### config.mk
export PLATFORM = sky130hd
export DESIGN_NAME = pipeline_ctrl_flat
export DESIGN_NICKNAME = d
export VERILOG_FILES = /design/src/rtl/pipeline_ctrl_if.sv /design/src/rtl/pipeline_ctrl.sv /design/src/flat_wrapper.sv
export SDC_FILE = /design/constraint.sdc
export NUM_CORES = 1
export LEC_CHECK = 0
export BUFFER_PORTS_ARGS = -buffer_cell sky130_fd_sc_hd__buf_4
export CORE_UTILIZATION = 51
export CTS_BUF_LIST = sky130_fd_sc_hd__clkbuf_2
export DETAILED_ROUTE_END_ITERATION = 12
export PLACE_DENSITY = 0.78
export RECOVER_POWER = 50
export SLEW_MARGIN = 10
export SYNTH_ARGS = -nofsm -noshare
export SYNTH_HDL_FRONTEND = slang
export SYNTH_SLANG_ARGS = --single-unit
### constraint.sdc
create_clock -name clk -period 2.55 [get_ports clk]
set_input_delay 0.51 -clock clk [delete_from_list [all_inputs] [get_ports clk]]
set_output_delay 0.51 -clock clk [all_outputs]
set_load 0.02 [all_outputs]
### src/rtl/pipeline_ctrl_if.sv
// pipeline_ctrl_if: groups the pipeline-side hazard inputs and the stage
// control outputs of the stall/flush sequencer into one bundle.
//   master : the pipeline datapath (drives hazard info, receives controls)
//   slave  : pipeline_ctrl (receives hazard info, drives controls)
//   if_id_instr/if_id_valid   instruction currently in IF/ID
//   id_ex_rd/id_ex_memread    destination and load flag of the EX instruction
//   branch_taken              branch/jump in EX resolved taken
//   mem_busy                  data memory not ready
//   pc_we/if_id_we/ex_mem_we  stage write enables
//   if_id_flush/id_ex_flush   stage bubble inserts
//   halted/stall_cycles       status
interface pipeline_ctrl_if;
  logic [15:0] if_id_instr;
  logic        if_id_valid;
  logic [3:0]  id_ex_rd;
  logic        id_ex_memread;
  logic        branch_taken;
  logic        mem_busy;
  logic        pc_we;
  logic        if_id_we;
  logic        if_id_flush;
  logic        id_ex_flush;
  logic        ex_mem_we;
  logic        halted;
  logic [15:0] stall_cycles;

  modport master (
    output if_id_instr, if_id_valid, id_ex_rd, id_ex_memread, branch_taken, mem_busy,
    input  pc_we, if_id_we, if_id_flush, id_ex_flush, ex_mem_we, halted, stall_cycles
  );

  modport slave (
    input  if_id_instr, if_id_valid, id_ex_rd, id_ex_memread, branch_taken, mem_busy,
    output pc_we, if_id_we, if_id_flush, id_ex_flush, ex_mem_we, halted, stall_cycles
  );
endinterface

### src/rtl/pipeline_ctrl.sv
// pipeline_ctrl: central stall/flush sequencer for the 5-stage 16-bit pipeline.
// Merges memory wait, taken branch, load-use hazard and HLT into one set of
// per-stage enables/flushes, runs the halt drain sequence and counts stalls.
//   clk  : pipeline clock, rising edge
//   rst  : asynchronous active-low reset
//   bus  : pipeline_ctrl_if.slave (hazard inputs, control/status outputs)
// Parameters:
//   LU_STALL     : bubbles inserted per load-use hazard (1..3)
//   DRAIN_CYCLES : unstalled cycles HLT is held before halting (1..7)
module pipeline_ctrl #(
  parameter int LU_STALL     = 1,
  parameter int DRAIN_CYCLES = 3
) (
  input  logic           clk,
  input  logic           rst,
  pipeline_ctrl_if.slave bus
);

  typedef enum logic [1:0] {
    RUN,
    LU_WAIT,
    DRAIN,
    HALTED
  } state_t;

  localparam logic [2:0] LU_INIT    = 3'(LU_STALL - 1);
  localparam logic [2:0] DRAIN_INIT = 3'(DRAIN_CYCLES);

  state_t      state_q, state_d;
  logic [2:0]  cnt_q, cnt_d;
  logic        halted_q, halted_d;
  logic [15:0] stall_q, stall_d;

  logic [3:0] opcode, rs, rt;
  logic       lu, hd;
  logic       pc_we_c, if_id_we_c, if_id_flush_c, id_ex_flush_c, ex_mem_we_c;
  logic       unused_ok;

  assign opcode    = bus.if_id_instr[15:12];
  assign rs        = bus.if_id_instr[7:4];
  assign rt        = bus.if_id_instr[3:0];
  // Bits [11:8] carry the destination field, which never creates a hazard here.
  assign unused_ok = ^bus.if_id_instr[11:8];

  // R0 is hardwired to zero, so a load into it can never be a true dependency.
  assign lu = bus.id_ex_memread & bus.if_id_valid & (opcode != 4'hF) &
              (bus.id_ex_rd != 4'd0) & ((rs == bus.id_ex_rd) | (rt == bus.id_ex_rd));
  assign hd = bus.if_id_valid & (opcode == 4'hF);

  // Next-state and Mealy control outputs. Memory wait freezes everything,
  // a taken branch overrides any pending stall or drain (the HLT behind it is
  // wrong-path), then load-use, then halt detection.
  always_comb begin
    state_d       = state_q;
    cnt_d         = cnt_q;
    pc_we_c       = 1'b1;
    if_id_we_c    = 1'b1;
    ex_mem_we_c   = 1'b1;
    if_id_flush_c = 1'b0;
    id_ex_flush_c = 1'b0;

    if (state_q == HALTED) begin
      pc_we_c     = 1'b0;
      if_id_we_c  = 1'b0;
      ex_mem_we_c = 1'b0;
    end else if (bus.mem_busy) begin
      pc_we_c     = 1'b0;
      if_id_we_c  = 1'b0;
      ex_mem_we_c = 1'b0;
    end else if (bus.branch_taken) begin
      if_id_flush_c = 1'b1;
      id_ex_flush_c = 1'b1;
      state_d       = RUN;
      cnt_d         = 3'd0;
    end else begin
      case (state_q)
        RUN: begin
          if (lu) begin
            pc_we_c       = 1'b0;
            if_id_we_c    = 1'b0;
            id_ex_flush_c = 1'b1;
            if (LU_STALL > 1) begin
              state_d = LU_WAIT;
              cnt_d   = LU_INIT;
            end
          end else if (hd) begin
            pc_we_c       = 1'b0;
            if_id_we_c    = 1'b0;
            id_ex_flush_c = 1'b1;
            state_d       = DRAIN;
            cnt_d         = DRAIN_INIT;
          end
        end
        LU_WAIT, DRAIN: begin
          pc_we_c       = 1'b0;
          if_id_we_c    = 1'b0;
          id_ex_flush_c = 1'b1;
          cnt_d         = cnt_q - 3'd1;
          if (cnt_q == 3'd1) begin
            state_d = (state_q == DRAIN) ? HALTED : RUN;
          end
        end
        default: begin
          state_d = RUN;
        end
      endcase
    end

    halted_d = (state_d == HALTED);

    stall_d = stall_q;
    if (!pc_we_c && (state_q != HALTED) && (stall_q != 16'hFFFF)) begin
      stall_d = stall_q + 16'd1;
    end
  end

  // State, shared counter, halt flag and stall counter registers.
  always_ff @(posedge clk or negedge rst) begin
    if (!rst) begin
      state_q  <= RUN;
      cnt_q    <= 3'd0;
      halted_q <= 1'b0;
      stall_q  <= 16'd0;
    end else begin
      state_q  <= state_d;
      cnt_q    <= cnt_d;
      halted_q <= halted_d;
      stall_q  <= stall_d;
    end
  end

  // While reset is held every stage is frozen, independent of the clock.
  assign bus.pc_we        = pc_we_c & rst;
  assign bus.if_id_we     = if_id_we_c & rst;
  assign bus.ex_mem_we    = ex_mem_we_c & rst;
  assign bus.if_id_flush  = if_id_flush_c & rst;
  assign bus.id_ex_flush  = id_ex_flush_c & rst;
  assign bus.halted       = halted_q;
  assign bus.stall_cycles = stall_q;

endmodule

### src/flat_wrapper.sv
// flat-port wrapper written by rule: the top's interface ports become plain ports
module pipeline_ctrl_flat 
#(
  parameter int LU_STALL     = 1,
  parameter int DRAIN_CYCLES = 3
)
  (clk, rst, bus_if_id_instr, bus_if_id_valid, bus_id_ex_rd, bus_id_ex_memread, bus_branch_taken, bus_mem_busy, bus_pc_we, bus_if_id_we, bus_if_id_flush, bus_id_ex_flush, bus_ex_mem_we, bus_halted, bus_stall_cycles);
  pipeline_ctrl_if bus_i ();
  input  logic clk;
  input  logic rst;
  input wire logic [$bits(bus_i.if_id_instr)-1:0] bus_if_id_instr;
  input wire logic [$bits(bus_i.if_id_valid)-1:0] bus_if_id_valid;
  input wire logic [$bits(bus_i.id_ex_rd)-1:0] bus_id_ex_rd;
  input wire logic [$bits(bus_i.id_ex_memread)-1:0] bus_id_ex_memread;
  input wire logic [$bits(bus_i.branch_taken)-1:0] bus_branch_taken;
  input wire logic [$bits(bus_i.mem_busy)-1:0] bus_mem_busy;
  output wire logic [$bits(bus_i.pc_we)-1:0] bus_pc_we;
  output wire logic [$bits(bus_i.if_id_we)-1:0] bus_if_id_we;
  output wire logic [$bits(bus_i.if_id_flush)-1:0] bus_if_id_flush;
  output wire logic [$bits(bus_i.id_ex_flush)-1:0] bus_id_ex_flush;
  output wire logic [$bits(bus_i.ex_mem_we)-1:0] bus_ex_mem_we;
  output wire logic [$bits(bus_i.halted)-1:0] bus_halted;
  output wire logic [$bits(bus_i.stall_cycles)-1:0] bus_stall_cycles;
  assign bus_i.if_id_instr = bus_if_id_instr;
  assign bus_i.if_id_valid = bus_if_id_valid;
  assign bus_i.id_ex_rd = bus_id_ex_rd;
  assign bus_i.id_ex_memread = bus_id_ex_memread;
  assign bus_i.branch_taken = bus_branch_taken;
  assign bus_i.mem_busy = bus_mem_busy;
  assign bus_pc_we = bus_i.pc_we;
  assign bus_if_id_we = bus_i.if_id_we;
  assign bus_if_id_flush = bus_i.if_id_flush;
  assign bus_id_ex_flush = bus_i.id_ex_flush;
  assign bus_ex_mem_we = bus_i.ex_mem_we;
  assign bus_halted = bus_i.halted;
  assign bus_stall_cycles = bus_i.stall_cycles;
  pipeline_ctrl #(.LU_STALL(LU_STALL), .DRAIN_CYCLES(DRAIN_CYCLES)) u_core (.clk(clk), .rst(rst), .bus(bus_i));
endmodule
==> Word level (Yosys, flattened, before mapping) <==
Cells that the tools add are included.
{ "op_classes": {"bitwise_logic": 12, "n_eq_ne": 13, "add_sub_neg": 2, "muxes": 29, "reduce_logical": 8} }
{ "ops": {"columns": ["operator", "n"], "rows": [
  ["$add 16x1->16 const B", 1],
  ["$ne 16x16->1 const B", 1],
  ["$mux 1", 15],
  ["$mux 2", 7],
  ["$and 1x1->1", 9],
  ["$mux 3", 3],
  ["$eq 4x4->1", 2],
  ["$eq 2x2->1 const B", 3],
  ["$pmux 3 s2", 1],
  ["$reduce_and 5->1", 1],
  ["$eq 4x4->1 const B", 1],
  ["$ne 4x4->1 const B", 1],
  ["$pmux 1 s2", 2],
  ["$pmux 2 s2", 1],
  ["$reduce_bool 4->1", 1],
  ["$eq 3x1->1 const B", 1],
  ["$ne 3x2->1 const B", 1],
  ["$ne 3x3->1 const B", 1],
  ["$reduce_bool 3->1", 1],
  ["$sub 3x1->3 const B", 1],
  ["$eq 2x1->1 const B", 1],
  ["$logic_and 1x1->1", 2],
  ["$logic_not 2->1", 1],
  ["$ne 2x2->1 const B", 1],
  ["other kinds (4)", 5]
]} }
{ "word_totals": {"inputBits": 26, "ff_bits": 22, "elab_cells": 68, "output_inout_bits": 22} }

==> Depth between registers and ports, before layout <==
{ "depth": {"word_depth": 12, "ltp_mapped": 8, "depth_no_buf": 8} }

==> Worst setup path before layout <==
OpenSTA, ideal clock, no wires.
{ "synth_path": {"path_type": "register to output", "startpoint": "reg u_core.state_q[0]", "endpoint": "out bus_pc_we", "stages_incl_launch_ff": 8, "arrival_time_ns": 1.734, "required_time_ns": 2.040, "path_buffers": 1, "slack_ns": 0.306, "cell_sequence": "dfrtp_1 > inv_1 > ha_1 > inv_1 > o22ai_1 > nand2b_1 > a21oi_1 > buf_4"} }
{ "synth_via": {"elab_chain_len": 7, "word_cells_on_any_way": 10, "classes_between": "3 x eq/ne; 4 x mux; 1 x bitwise; 2 x reduce/logical"} }
{ "synth_lines": {"columns": ["item", "line_no", "source"], "rows": [
  ["from (decl)", "pipeline_ctrl.sv:29", "state_t state_q, state_d;"],
  ["from (signal assigned)", "pipeline_ctrl.sv:125", "state_q <= state_d;"],
  ["$eq 2x1->1 or $eq 2x2->1 (tied branches)", null, null],
  ["$reduce_or 2->1", null, null],
  ["$pmux 1 s2", null, null],
  ["$mux 1 (2 in a row)", null, null],
  ["$mux 1 *", null, null],
  ["$and 1x1->1 *", null, null],
  ["to (decl)", "flat_wrapper.sv:17", "output wire logic [$bits(bus_i.pc_we)-1:0] bus_pc_we;"]
]} }
Every way passes the cells marked *; elsewhere a longest branch is shown, timed or not.

==> Final worst setup path <==
{ "layout_path": {"startpoint": "reg u_core.state_q[1]", "endpoint": "out bus_if_id_we"} }
{ "layout_via": {"elab_chain_len": 7, "word_cells_on_any_way": 10, "classes_between": "3 x eq/ne; 4 x mux; 1 x bitwise; 2 x reduce/logical"} }
{ "layout_lines": {"columns": ["item", "line_no", "source"], "rows": [
  ["$eq 2x1->1 or $eq 2x2->1 (tied branches)", "pipeline_ctrl.sv:76", "case (state_q)"],
  ["$reduce_or 2->1", "pipeline_ctrl.sv:76", null],
  ["$pmux 1 s2", "pipeline_ctrl.sv:76", null],
  ["$mux 1", "pipeline_ctrl.sv:70", "end else if (bus.branch_taken) begin"],
  ["$mux 1", "pipeline_ctrl.sv:66", "end else if (bus.mem_busy) begin"],
  ["$mux 1 *", "pipeline_ctrl.sv:62", "if (state_q == HALTED) begin"],
  ["$and 1x1->1 *", "pipeline_ctrl.sv:134", "assign bus.if_id_we = if_id_we_c & rst;"],
  ["to (decl)", "flat_wrapper.sv:18", "output wire logic [$bits(bus_i.if_id_we)-1:0] bus_if_id_we;"]
]} }
Marked as above.

==> out/metrics.yaml <==
routing:
  dr_wl_met2_um: 1670
  drtIter0Drc: 29
  highest_layer: "met4"
  wire_per_inst_um: 14.5
  met1_length_um: 1300
  dr.pass1.iters: 4
  viasPerCell: 5.61
  wl_met3_um: 128
  vias: 1217
  wl_um: 3150
  drt.antenna.violating_nets: 0
  drc: 0
run:
  max_cap_violations: 0
power:
  p_leak_nw: 0.845
  vdd_drop_max_mv: 0.789
  power_mw: 1.48
  power_density_mw_per_mm2: 831
synth:
  synth_nets: 171
  synth.largest_area_cell: "dfrtp_1"
  synthesis.area_mm2: 0.00137
  async_flop_share: 1.00
  yosysSeqAreaShare: 0.401
  avgSynthCellArea_um2: 9.94
  synth.area.top_cells: "dfrtp_1 40%, xor2_1 10%, ha_1 6.4%"
  ys_ff_latch: 22
  yosysUniqueCellTypes: 40
  synth_commonest_cells: "22 x dfrtp_1, 16 x xor2_1, 11 x nand4_1, 9 x a21oi_1, 9 x inv_1"
  synthesis.instances: 138
  synth_edf_count: 0
  synth_top_area_share: 0.401
  synth_ff_type: "dfrtp_1"
  synth.most_common_cell: "dfrtp_1"
  ys_warn_count: 0
setup_path:
  crit_path_frequent_cell: "inv_1"
  critical_path.top_delay_family: "flip-flops"
  critical_path.max_stage_delay_ns: 0.49
  crit_type: "reg -> out"
  crit_slowest_cell: "dfrtp_2"
  crit_path_start_kind: "register"
  timing.rr.start: "u_core.state_q[1]"
  reg2reg_slack_ns: 0.32
  crit_start: "u_core.state_q[1]"
  crit_path_end_kind: "output pin"
  critPathArrivalTime_ns: 1.95
  worstPathRequired_ns: 2.04
  path_cells: "inv_1, ha_2, inv_1, o22ai_2, nand2b_1, a21oi_2, buf_4"
  crit_buf_inv: 3
  cp_max_fo: 5
final_layout:
  nets: 221
  antenna_cells: 0
  syn_to_final_growth_pct: 29.5
  multi_input_area_um2: 792
  drive_gt1_frac: 0.326
  fillCellCount: 204
  fin_cells: 217
  seqCellArea_um2: 552
sta:
  skew_ns: 0.00458
  slew_headroom: 0.262
  drv_slew: 0
  worst_slack_ns: 0.0943
  final_hold_viol_count: 0
  fmax_mhz: 407
  fin_setup_tns_ns: 0
  fin_crit_ns: 2.46
  min_period_over_period: 0.963
  setup_viol_count_final: 0
  worstMarginPinSlew_ns: 1.11
global_route:
  grt_max_degree: 23
  antenna_found_initial: 0
  grt_overflow_total: 0
  grt_pass1_vias: 1117
  groute.usage.overall: 0.242
  grt_first_pass_wirelength_um: 4980
placed_design:
  place_inst: 211
  post-place-ws_ns: 0.284
  io_buffers: 43
  routabilityCongestion: 0.783
  place_hpwl_um: 2420
clock_network:
  cts_hold_buf: 0
  clock_path_buffers: 2
  htreeDepth: 1
  cts_tree: "done"
  root_buffer: "clkbuf_2"
  cts_made_buffers: 3
  path_clk_slew_ns: 0.21
  clk_latency_ns: 0.34
  cts.sinks: 22
hold_path:
  min_from: "bus_branch_taken"
  hp-class: "in -> reg"
die:
  row_count: 18
  coreArea_mm2: 0.00250
  die_y_um: 53.9
  die_x_um: 53.9
  die_area_mm2: 0.00290
  start_util: 0.549
  io_pins: 48
run_status:
  status: "finished, final reports clean"
metrics by stage:
step,instance area [um2],hold WS (ns),utilization
detailed placement,1730,0.473,0.691
CTS,1780,0.121,0.711
floorplan,1370,0.214,-
global placement,1730,0.466,0.691
global route,1780,0.384,0.710
finish,1780,0.389,0.710
kinds of logic after synthesis:
group / count (synthesis) / synth area share
AOI/OAI and AO/OA: 23 / 0.109
xor gates and xnor gates: 22 / 0.141
adders and majority gates: 7 / 0.0639
buffers and inverters: 11 / 0.0383
DFF: 22 / 0.401
muxes: 3 / 0.0274
and+or+nand+nor: 50 / 0.220
cells in the final DEF, fill, tap and decap left out, types with 6 or more instances in the layout:
cell type / n
nand2_1: 6
xor2_1: 16
nand4_1: 11
dfrtp_1: 21
clkbuf_1: 10
a21oi_1: 8
nor2_1: 6
ha_1: 6
inv_1: 8
buf_4: 36
xnor2_1: 6
registers in the layout (all words and copies together), names as in the netlist:
register / flops
u_core.bus.halted: 1
u_core.cnt_q: 3
u_core.bus.stall_cycles: 16
u_core.state_q: 2
area by class of cell:
class,instances,area share
Sequential cell,22,0.311
Tap cell,30,0.0211
Multi-Input combinational cell,105,0.446
Clock buffer,3,0.00846
Clock inverter,1,0.0169
Timing Repair Buffer,47,0.178
Inverter,9,0.0190
what timing repair did:
action | 4_1_cts | 5_1_grt
setup buffers | 0 | 2
endpoints found under the setup margin | 2 | 4
resized for setup | 1 | 7
hold endpoints to repair | 0 | 0
pin swaps | 0 | 0
routing by layer:
layer,track usage,vias up
li1,-,593
met1,0.297,583
met2,0.430,35
met3,0.0339,6
met4,0.0789,0
met5,0,-
power by group:
part	switching (mW)	internal, mW	total (mW)
Sequential	0.117	0.445	0.562
Combinational	0.368	0.300	0.668
Clock	0.111	0.135	0.246
final timing paths:
check,to,cells after the start
max in group asynchronous,u_core.state_q[1],2
hold reg to reg,u_core.cnt_q[1],1
setup / recovery,bus_if_id_we,7
min in group asynchronous,u_core.bus.stall_cycles[13],2
hold / removal,u_core.cnt_q[2],2
setup reg to reg,u_core.bus.stall_cycles[8],8
Note: power is estimated with default switching activity, not from simulation.
